<file path="src/rtl/mux4_rr_arbiter.sv">
// mux4_rr_arbiter: round-robin scheduler sharing one mux4 data path among
// four valid/ready requesters, with a one-entry registered output stage.
//
// Ports:
//   clk, rst_n          clock, synchronous active-low reset
//   req_valid[3:0]      per-requester valid
//   req_data0..3        requester data words (W bits)
//   req_ready[3:0]      one-hot/zero transfer strobe (combinational from
//                       req_valid, out_ready and state)
//   out_valid           output register holds a word
//   out_data            registered selected word
//   out_src             index of the requester that supplied out_data
//   out_ready           downstream accepts out_data this cycle
// Optional (macro MUX4_ARB_STATS_EN):
//   stat_clr            clear all grant counters
//   grant_cnt[63:0]     four 16-bit saturating per-requester transfer counts
//
// Parameters: W (data width), BURST (1..15 transfers before priority rotates).

// Four-input data selector driven by the arbiter grant.
module mux4 #(
   parameter int unsigned W = 4
) (
   input  logic [W-1:0] d0,
   input  logic [W-1:0] d1,
   input  logic [W-1:0] d2,
   input  logic [W-1:0] d3,
   input  logic [1:0]   s,
   output logic [W-1:0] y
);
   always_comb begin
      y = d0;
      case (s)
         2'd0:    y = d0;
         2'd1:    y = d1;
         2'd2:    y = d2;
         default: y = d3;
      endcase
   end
endmodule

module mux4_rr_arbiter #(
   parameter int unsigned W     = 4,
   parameter int unsigned BURST = 1
) (
   input  logic         clk,
   input  logic         rst_n,
   input  logic [3:0]   req_valid,
   input  logic [W-1:0] req_data0,
   input  logic [W-1:0] req_data1,
   input  logic [W-1:0] req_data2,
   input  logic [W-1:0] req_data3,
   output logic [3:0]   req_ready,
   output logic         out_valid,
   output logic [W-1:0] out_data,
   output logic [1:0]   out_src,
   input  logic         out_ready
`ifdef MUX4_ARB_STATS_EN
   ,
   input  logic         stat_clr,
   output logic [63:0]  grant_cnt
`endif
);

   localparam int unsigned BW   = 4;
   localparam int unsigned NREQ = 4;

   // Arbitration state
   logic [1:0]    ptr_q,  ptr_d;
   logic [BW-1:0] bcnt_q, bcnt_d;
   logic          hold_q, hold_d;
   logic [1:0]    hgnt_q, hgnt_d;

   // Selection signals
   logic          drop;
   logic          keep;
   logic [1:0]    scan_base;
   logic [1:0]    idx;
   logic [1:0]    gscan;
   logic          found;
   logic [1:0]    g;
   logic          cand;
   logic          free;
   logic          xfer;
   logic [BW-1:0] bcnt_new;
   logic [W-1:0]  mux_y;

   // Candidate selection: keep the held grantee, otherwise scan round-robin.
   // A grantee that dropped valid mid-burst rotates the scan this same cycle.
   always_comb begin
      drop      = hold_q && !req_valid[hgnt_q];
      keep      = hold_q && req_valid[hgnt_q] && (bcnt_q < BW'(BURST));
      scan_base = drop ? (hgnt_q + 2'd1) : ptr_q;
      idx       = '0;
      gscan     = '0;
      found     = 1'b0;
      for (int k = 0; k < int'(NREQ); k++) begin
         idx = scan_base + 2'(k);
         if (!found && req_valid[idx]) begin
            found = 1'b1;
            gscan = idx;
         end
      end
      g    = keep ? hgnt_q : gscan;
      cand = keep || found;
   end

   assign free = !out_valid || out_ready;
   assign xfer = rst_n && cand && free;

   always_comb begin
      req_ready = 4'b0000;
      if (xfer) req_ready = 4'(4'b0001 << g);
   end

   mux4 #(.W(W)) u_mux (
      .d0 (req_data0),
      .d1 (req_data1),
      .d2 (req_data2),
      .d3 (req_data3),
      .s  (g),
      .y  (mux_y)
   );

   // Burst counting and priority rotation
   always_comb begin
      ptr_d    = ptr_q;
      bcnt_d   = bcnt_q;
      hold_d   = hold_q;
      hgnt_d   = hgnt_q;
      bcnt_new = keep ? (bcnt_q + BW'(1)) : BW'(1);
      if (xfer) begin
         bcnt_d = bcnt_new;
         if (bcnt_new >= BW'(BURST)) begin
            ptr_d  = g + 2'd1;
            hold_d = 1'b0;
         end else begin
            ptr_d  = scan_base;
            hold_d = 1'b1;
            hgnt_d = g;
         end
      end else if (free && drop) begin
         ptr_d  = hgnt_q + 2'd1;
         bcnt_d = '0;
         hold_d = 1'b0;
      end
   end

   always_ff @(posedge clk) begin
      if (!rst_n) begin
         ptr_q     <= '0;
         bcnt_q    <= '0;
         hold_q    <= 1'b0;
         hgnt_q    <= '0;
         out_valid <= 1'b0;
         out_data  <= '0;
         out_src   <= '0;
      end else begin
         ptr_q  <= ptr_d;
         bcnt_q <= bcnt_d;
         hold_q <= hold_d;
         hgnt_q <= hgnt_d;
         if (xfer) begin
            out_valid <= 1'b1;
            out_data  <= mux_y;
            out_src   <= g;
         end else if (out_ready) begin
            out_valid <= 1'b0;
         end
      end
   end

`ifdef MUX4_ARB_STATS_EN
   logic [15:0] cnt_q [NREQ];

   // Saturating per-requester transfer counters; clear beats increment.
   always_ff @(posedge clk) begin
      if (!rst_n || stat_clr) begin
         for (int i = 0; i < int'(NREQ); i++) cnt_q[i] <= '0;
      end else begin
         for (int i = 0; i < int'(NREQ); i++) begin
            if (xfer && (g == 2'(i)) && (cnt_q[i] != 16'hFFFF))
               cnt_q[i] <= cnt_q[i] + 16'd1;
         end
      end
   end

   assign grant_cnt = {cnt_q[3], cnt_q[2], cnt_q[1], cnt_q[0]};
`endif

endmodule

</file>
<file path="config.mk">
export PLATFORM = sky130hd
export DESIGN_NAME = mux4_rr_arbiter
export DESIGN_NICKNAME = d
export VERILOG_FILES = /design/src/rtl/mux4_rr_arbiter.sv
export SDC_FILE = /design/constraint.sdc
export NUM_CORES = 1
export LEC_CHECK = 0
export BUFFER_PORTS_ARGS = -buffer_cell sky130_fd_sc_hd__buf_2
export CORE_MARGIN = 5
export CORE_UTILIZATION = 55
export CTS_BUF_LIST = sky130_fd_sc_hd__clkbuf_4 sky130_fd_sc_hd__clkbuf_8 sky130_fd_sc_hd__clkbuf_16
export CTS_CLUSTER_DIAMETER = 120
export DETAILED_ROUTE_END_ITERATION = 8
export HOLD_SLACK_MARGIN = 0.06
export PLACE_DENSITY = 0.82
export REMOVE_ABC_BUFFERS = 1
export SYNTH_ARGS = -nofsm -noshare
export SYNTH_HDL_FRONTEND = slang
export SYNTH_HIERARCHICAL = 1
export SYNTH_SLANG_ARGS = --single-unit
</file>
<file path="constraint.sdc">
create_clock -name clk -period 11.6 [get_ports clk]
set_input_delay 2.32 -clock clk [delete_from_list [all_inputs] [get_ports clk]]
set_output_delay 2.32 -clock clk [all_outputs]
set_load 0.1 [all_outputs]
</file>
# Yosys cells after proc, flatten, opt, wreduce, memory -nomap -nowiden
# Index checks and enable logic that the tools add are counted.
word_totals:
  regBits: 16
classes:
  addsub: 6
  bitwise: 1
  n_lt_le_gt_ge: 7
  eq_ne: 2
  reduce_logical: 20
  shift: 1
  n_mux: 33
ops:
  columns: ["operator", "count"]
  rows:
  - ["2-bit two-way mux", 9]
  - ["4-bit two-way mux", 4]
  - ["2-bit by 3-bit less-than comparator with 1-bit output, second input constant", 5]
  - ["1-bit two-way mux", 14]
  - ["4-bit case mux with 3 select lines", 1]
  - ["1-bit binary-select mux with 2-bit select", 5]
  - ["1-bit logical AND", 9]
  - ["2-bit by 1-bit adder with 2-bit output, second input constant", 3]
  - ["1-bit zero test", 5]
  - ["2-bit adder, second input constant", 2]
  - ["4-bit by 1-bit adder with 4-bit output, second input constant", 1]
  - ["4-bit by 1-bit >= comparator with 1-bit output, second input constant", 1]
  - ["4-bit by 1-bit less-than comparator with 1-bit output, second input constant", 1]
  - ["2-bit nonzero test", 2]
  - ["1-bit by 2-bit << shifter with 4-bit output, first input constant", 1]
  - ["2-bit by 1-bit == test with 1-bit output, second input constant", 1]
  - ["2-bit == test, second input constant", 1]
  - ["2-bit zero test", 1]
  - ["1-bit logical OR", 2]
  - ["2-bit AND reduction", 1]
  - ["1-bit inverter", 1]

# Longest topological paths before layout
# Gate-level depths: netlist of the first run.
depth:
  word_depth: 21
  depth_mapped: 13
  depth_no_buf: 12

# Cells and area by module
# The synthesis of the first run kept the hierarchy.
modules_own_cells:
  columns: ["module", "area_each_um2", "instances", "cells_per_inst", "seq_area_each_um2"]
  rows:
  - ["mux4_rr_arbiter", 1296.2, 1, 152, 320.3]
  - ["mux4", 105.1, 1, 4, 0.0]

# Least setup slack after synthesis of the first run
# OpenSTA, ideal clock, no wires.
synth_path:
  kind: "input-to-output"
  from: "input port req_valid[3]"
  to: "output port req_ready[1]"
  path_slack_ns: 4.065
  cell_stages: 11
  path_buffers: 2
  arrival_time_ns: 5.215
  path_cell_list: "buf_6 -> mux4_2 -> buf_6 -> or3_4 -> and2_4 -> a221o_1 -> nor2_1 -> a21boi_1 -> inv_1 -> ha_1 -> and2_1"
synth_via:
  word_cells_on_any_way: 38
synth_rtl:
  columns: ["element", "line_no", "rtl"]
  rows:
  - ["from (decl)", "48", "input logic [3:0] req_valid,"]
  - ["branches (longest 17 deep; another with 2-bit by 1-bit adder with 2-bit output)", null, null]
  - ["2-bit two-way mux (*)", "104", "g = keep ? hgnt_q : gscan;"]
  - ["via g[0]", "81", "logic [1:0] g;"]
  - ["1-bit by 2-bit << shifter with 4-bit output (*)", "113", "if (xfer) req_ready = 4'(4'b0001 << g);"]
  - ["4-bit two-way mux (*)", "113", null]
  - ["to (decl)", "53", "output logic [3:0] req_ready,"]
# Mark *: on every way through the listed nets, which the timed path passes. The select of a mux whose other input is x is not followed.

# Worst setup path after layout of the first run
layout_path:
  from: "input port req_valid[2]"
  to: "output port req_ready[2]"
# Same word-level chain as after synthesis.

==> flow_summary.toml, run 1 <==
[status]
status = "completed"

[worst_setup_path]
arrival_ns = 5.43
cp_slowest_cell = "mux4_2"
slowest_delay_ns = 0.62
crit_fanout = 11
critPathCaptureType = "primary output"
cp_cell_sequence = "buf_2 -> mux4_2 -> nor2_2 -> mux2i_2 -> o2111ai_1 -> a31oi_1 -> mux2i_1 -> inv_1 -> ha_1 -> and2_1 -> buf_2"
crit_top_cell = "buf_2"
worstSetupPathType = "in -> out"
cp_data_required_time_ns = 9.28
startpoint_type = "input pin"

[global_routing]
grt.total_usage_pct = 19.9
grt_max_degree = 21
grt.overflow.total = 0
antenna_found_initial = 0
grt_pass1_wl_um = 5530
grt_pass1_vias = 1228

[placement]
pre_cts_ws_ns = 3.87
dp.cells = 209
hpwl_um = 2690
place.gp.congestion = 0.927
port_buffers = 33

[timing]
fin_ws_ns = 3.85
worst_pin_slew_ns = 0.496
rsz0062_at_grt = "false"
setup_violations = 0
timing.fmax_mhz = 129
final_max_slew_viol_count = 0
period_needed_ns = 7.75
slew_headroom_pct = 67.2
tns_ns = 0
period_share_pct = 66.8
hold_violations = 0
skew_ns = 0.0179

[synth]
postSynthCellCount = 156
synth_top_area_share_pct = 22.9
syn-cell-area_sq_um = 1400
synthSimpleGateAreaFrac_pct = 24.3
ys.flop_type = "dfxtp_1"
synth_top_family_by_area = "simple AND/OR/NAND/NOR gates"
synth.area.mux_share_pct = 17.6
async_flop_share_pct = 0
synth-edff-count = 0
avgSynthCellArea_sq_um = 8.98
synth_xor_area_share_pct = 1.25
synthDistinctLibCells = 57
synth.area.top_cells = "dfxtp_1 (23%), mux4_1 (7.5%), ha_1 (5.4%)"
ys_seq_area_share_pct = 22.9
ys_ff_latch = 16
synth_compound_area_share_pct = 21.3
yosys.area.top_type = "dfxtp_1"
yosysWarnings = 6
yosys.area_share.adder_pct = 5.36

[cts]
ctsHoldBuffers = 0
insertion_delay_ns = 0.30
clk_pin_slew_ns = 0.11
post_cts_buffers = 0
cts.repair.resized = 0
htree_levels = 1
numCtsBuffers = 3
cts_max_path_buffers = 2
cts_tree = "yes"
cts.sinks = 16
cts_root_buf = "clkbuf_4"

[floorplan]
dieWidth_um = 60.5
coreArea_sq_um = 2450
die-area_sq_um = 3660
initial_core_util_pct = 57.1
io_pins = 34
die_y_um = 60.5
rows = 18

[routing]
drc_errors = 0
vias = 1322
drtPass1Iterations = 4
wirelength_um = 3520
vias_per_cell = 6.21
antenna_left = 0
drt_first_iter_violations = 89
wl_per_cell_um = 16.5

[pwr]
leakagePower_nw = 0.669
power_density_nw_per_um2 = 115
peakVddDrop_mv = 0.0918

[layout]
layout_commonest_cell = "buf_2"
nNetsFinal = 213
area_delta_synth_final_pct = 12.7
mostFrequentLayoutCells = "buf_2 (33), nand2_1 (17), dfxtp_1 (16), nor2_1 (9), inv_1 (8)"
drive_above_1_share_pct = 29.5
diodes = 0
finalNonFillerCells = 213

[flow_run]
max_cap_viol_count = 0

[worst_hold_path]
hold_class = "reg -> reg"
report_power, final:
part / switching [mW] / internal [mW] / leakage (nW)
combinational: 0.0578 / 0.0236 / 0.517
clock: 0.0189 / 0.0191 / 0.0210
sequential: 0.00310 / 0.0594 / 0.131
total: 0.0797 / 0.102 / 0.669
worst max-delay path, delay by kind of cell:
| family | cells | cell delay (ns) |
|---|---|---|
| buffers and inverters | 3 | 0.81 |
| muxes | 3 | 1.26 |
| AOI/OAI and AO/OA | 2 | 0.47 |
| and+or+nand+nor | 2 | 0.40 |
| adders and majority gates | 1 | 0.17 |
routing by layer:
layer	global-route usage, %	up-vias	wire (um)
met2	33.6	58	1760
met3	2.77	12	252
met4	7.12	0	73
met5	0	-	0
met1	26.0	624	1440
li1	-	628	-
cell usage after synthesis, types with 3 or more instances:
master / n
mux4_1: 4
and2_1: 7
a22oi_1: 3
ha_1: 6
mux2i_1: 6
o21ai_1: 7
nand2b_1: 4
inv_1: 8
dfxtp_1: 16
nor3_1: 4
clkbuf_1: 6
a32oi_1: 3
buf_6: 3
nand3_1: 3
nor2_1: 9
nand2_1: 17
layout make-up:
class,count,area [sq um]
clock buffers,4,36.3
repair buffers,34,173
fillers,211,876
well taps,30,37.5
flip-flops and latches,16,320
multi-input cells,120,978
inverters,9,33.8
state kept, by name, summed over array words and instances (netlist names):
register   flops
hgnt_q         2
out_data       4
out_valid      1
out_src        2
ptr_q          2
bcnt_q         4
hold_q         1
through the flow:
step                      area, sq um  utilization (%)  power [mW]  hold slack (ns)
after floorplan                  1330                -       0.127            0.445
after global placement           1540             62.8       0.143            0.433
after detailed placement         1540             62.8       0.144            0.446
after CTS                        1580             64.3       0.182            0.460
after global routing             1580             64.3       0.191            0.483
final                            1580             64.3       0.182            0.456
final timing paths:
kind | end | from | slack, ns | cells past startpoint
worst max register to register | ptr_q[1] | hgnt_q[0] | 7.70 | 11
worst min register to register | out_data[2] | out_data[2] | 0.46 | 2
worst max-delay path | req_ready[2] | req_valid[2] | 3.85 | 11
worst min-delay path | out_data[2] | out_data[2] | 0.46 | 2
kinds of logic after synthesis:
family / after synthesis
compound gates: 38
flops: 16
buf+inv: 20
mux: 15
xor+xnor: 2
fa+ha+maj: 6
simple gates: 59
(Power assumes the default switching activity.)
==> inputs of run 2 (changes only) <==
--- a/config.mk
+++ b/config.mk
@@ -7,12 +7,12 @@
 export LEC_CHECK = 0
 export BUFFER_PORTS_ARGS = -buffer_cell sky130_fd_sc_hd__buf_2
 export CORE_MARGIN = 5
-export CORE_UTILIZATION = 55
+export CORE_UTILIZATION = 48
 export CTS_BUF_LIST = sky130_fd_sc_hd__clkbuf_4 sky130_fd_sc_hd__clkbuf_8 sky130_fd_sc_hd__clkbuf_16
 export CTS_CLUSTER_DIAMETER = 120
 export DETAILED_ROUTE_END_ITERATION = 8
 export HOLD_SLACK_MARGIN = 0.06
-export PLACE_DENSITY = 0.82
+export PLACE_DENSITY = 0.76
 export REMOVE_ABC_BUFFERS = 1
 export SYNTH_ARGS = -nofsm -noshare
 export SYNTH_HDL_FRONTEND = slang
==> constraint.sdc (replaced) <==
create_clock -name clk -period 6.6 [get_ports clk]
set_input_delay 1.32 -clock clk [delete_from_list [all_inputs] [get_ports clk]]
set_output_delay 1.32 -clock clk [all_outputs]
set_load 0.1 [all_outputs]
==> run 2 against run 1 <==
Effect of this change: sequential power is 76% higher; critical path depth stayed put; register-to-register slack worse by 5.1 ns; critical path type unchanged; non-clock buffer count stayed put; highest routed layer unchanged.
==> flow_summary.toml, run 2 (same netlist as run 1, synthesis figures left out) <==
[global_routing]
grt_max_degree = 14
grt.total_usage_pct = 18.2
grt_pass1_vias = 1444
grt.overflow.total = 0
grt_pass1_wl_um = 6180
antenna_found_initial = 0

[routing]
wl_per_cell_um = 16.5
drc_errors = 0
drt_first_iter_violations = 66
antenna_left = 0
vias = 1303
drtPass1Iterations = 4
vias_per_cell = 6.09
wirelength_um = 3530

[pwr]
power.switching_mw = 0.140
combPwrFrac_pct = 45.1
leakagePower_nw = 0.669
sw_frac_of_total_pct = 43.7
power_density_nw_per_um2 = 202
power_frac_seq_pct = 34.4
p_int_mw = 0.180
peakVddDrop_mv = 0.155
total_power_mw = 0.319
power.share.clock_pct = 20.5

[timing]
rsz0062_at_grt = "false"
period_share_pct = 87.2
slew_headroom_pct = 56.6
timing.fmax_mhz = 174
worst_pin_slew_ns = 0.650
setup_violations = 0
fin_ws_ns = 0.848
period_needed_ns = 5.75
skew_ns = 0.00294
final_max_slew_viol_count = 0
tns_ns = 0
hold_violations = 0

[worst_setup_path]
cp_top_family = "multiplexers"
crit_fanout = 11
cp_slowest_cell = "mux4_2"
cp_data_required_time_ns = 5.28
startpoint_type = "input pin"
r2r_cells = 11
arrival_ns = 4.43
r2r_end = "ptr_q[1]"
cp_cell_sequence = "buf_2 -> mux4_2 -> nor2_2 -> mux2i_2 -> mux2i_4 -> nand2_1 -> a21boi_1 -> inv_1 -> ha_1 -> and2_1 -> buf_2"
timing.rr.start = "hgnt_q[0]"
critPathCaptureType = "primary output"
rrSetupSlack_ns = 2.65
worst-path-buf-inv = 3
crit_top_cell = "buf_2"
slowest_delay_ns = 0.60
worstSetupPathType = "in -> out"

[layout]
final_area_sq_um = 1580
drive_above_1_share_pct = 29.5
nNetsFinal = 213
diodes = 0
top_regs = "bcnt_q x4, out_data x4"
layout_commonest_cell = "buf_2"
fill_cells = 277
area_delta_synth_final_pct = 12.8
finalNonFillerCells = 214
mostFrequentLayoutCells = "buf_2 (33), nand2_1 (17), dfxtp_1 (16), nor2_1 (9), inv_1 (8)"

[floorplan]
io_pins = 34
initial_core_util_pct = 50.4
rows = 19
dieWidth_um = 64.0
coreArea_sq_um = 2780
die-area_sq_um = 4100
die_y_um = 64.0

[status]
status = "completed"

[cts]
htree_levels = 1
cts_tree = "yes"
cts_root_buf = "clkbuf_4"
cts.repair.resized = 0
cts_max_path_buffers = 2
insertion_delay_ns = 0.29
numCtsBuffers = 3
cts.sinks = 16
ctsHoldBuffers = 0
post_cts_buffers = 0
clk_pin_slew_ns = 0.10

[placement]
place.gp.congestion = 0.877
pre_cts_ws_ns = 0.860
placed_area_sq_um = 1540
port_buffers = 33
dp.cells = 210
hpwl_um = 2760

[worst_hold_path]
min_from = "out_data[2]"
hold_class = "reg -> reg"
worstHoldEndpoint = "out_data[2]"
hold-path-cell-count = 2

[flow_run]
max_cap_viol_count = 0
run 2: cell counts in the layout (fill, tap and decap cells not counted):
No cell type changed its count.
run 2: how the worst max path moves through the flow:
stage                              end  cells past startpoint    startpoint  slack [ns]
final                     req_ready[1]                     11  req_valid[0]        0.85
after global routing      req_ready[1]                     11  req_valid[3]        0.67
after CTS                 req_ready[1]                     11  req_valid[0]        0.86
after detailed placement  req_ready[1]                     11  req_valid[0]        0.86
after global placement    req_ready[3]                     11  req_valid[2]        1.01
after floorplan           req_ready[0]                      6  req_valid[3]        1.08
run 2: power groups by stage:
stage | combinational (mW) | clock (mW) | sequential [mW]
2_1_floorplan | 0.0679 | 0 | 0.156
3_3_place_gp | 0.141 | 0 | 0.111
3_5_place_dp | 0.144 | 0 | 0.112
4_1_cts | 0.144 | 0.0671 | 0.109
5_1_grt | 0.154 | 0.0709 | 0.111
6_report | 0.144 | 0.0655 | 0.110
run 2: cell type report:
| class | count | area, sq um | share of cell area, % |
|---|---|---|---|
| clock buffers | 4 | 36.3 | 2.30 |
| inverters | 9 | 33.8 | 2.14 |
| multi-input cells | 120 | 978 | 61.9 |
| flip-flops and latches | 16 | 320 | 20.3 |
| well taps | 31 | 38.8 | 2.45 |
| repair buffers | 34 | 173 | 10.9 |
run 2: metal layers:
metal / global-route usage (%) / up-vias / share of wire, %
met1: 21.3 / 592 / 42
li1: - / 629 / -
met3: 2.28 / 18 / 5.9
met2: 30.7 / 64 / 47
met4: 12.5 / 0 / 5.0
met5: 0 / - / 0
run 2: tightest hold or removal path: cells and delay by family (launching register included):
family	cells	cell delay (ns)
DFF	1	0.32
and+or+nand+nor	1	0.05
AOI/OAI and AO/OA	1	0.05
run 2: through the flow:
| stage | util [%] | hold slack (ns) |
|---|---|---|
| floorplan | - | 0.445 |
| global placement | 55.5 | 0.434 |
| detailed placement | 55.5 | 0.437 |
| CTS | 56.8 | 0.454 |
| global route | 56.8 | 0.492 |
| finish | 56.8 | 0.451 |
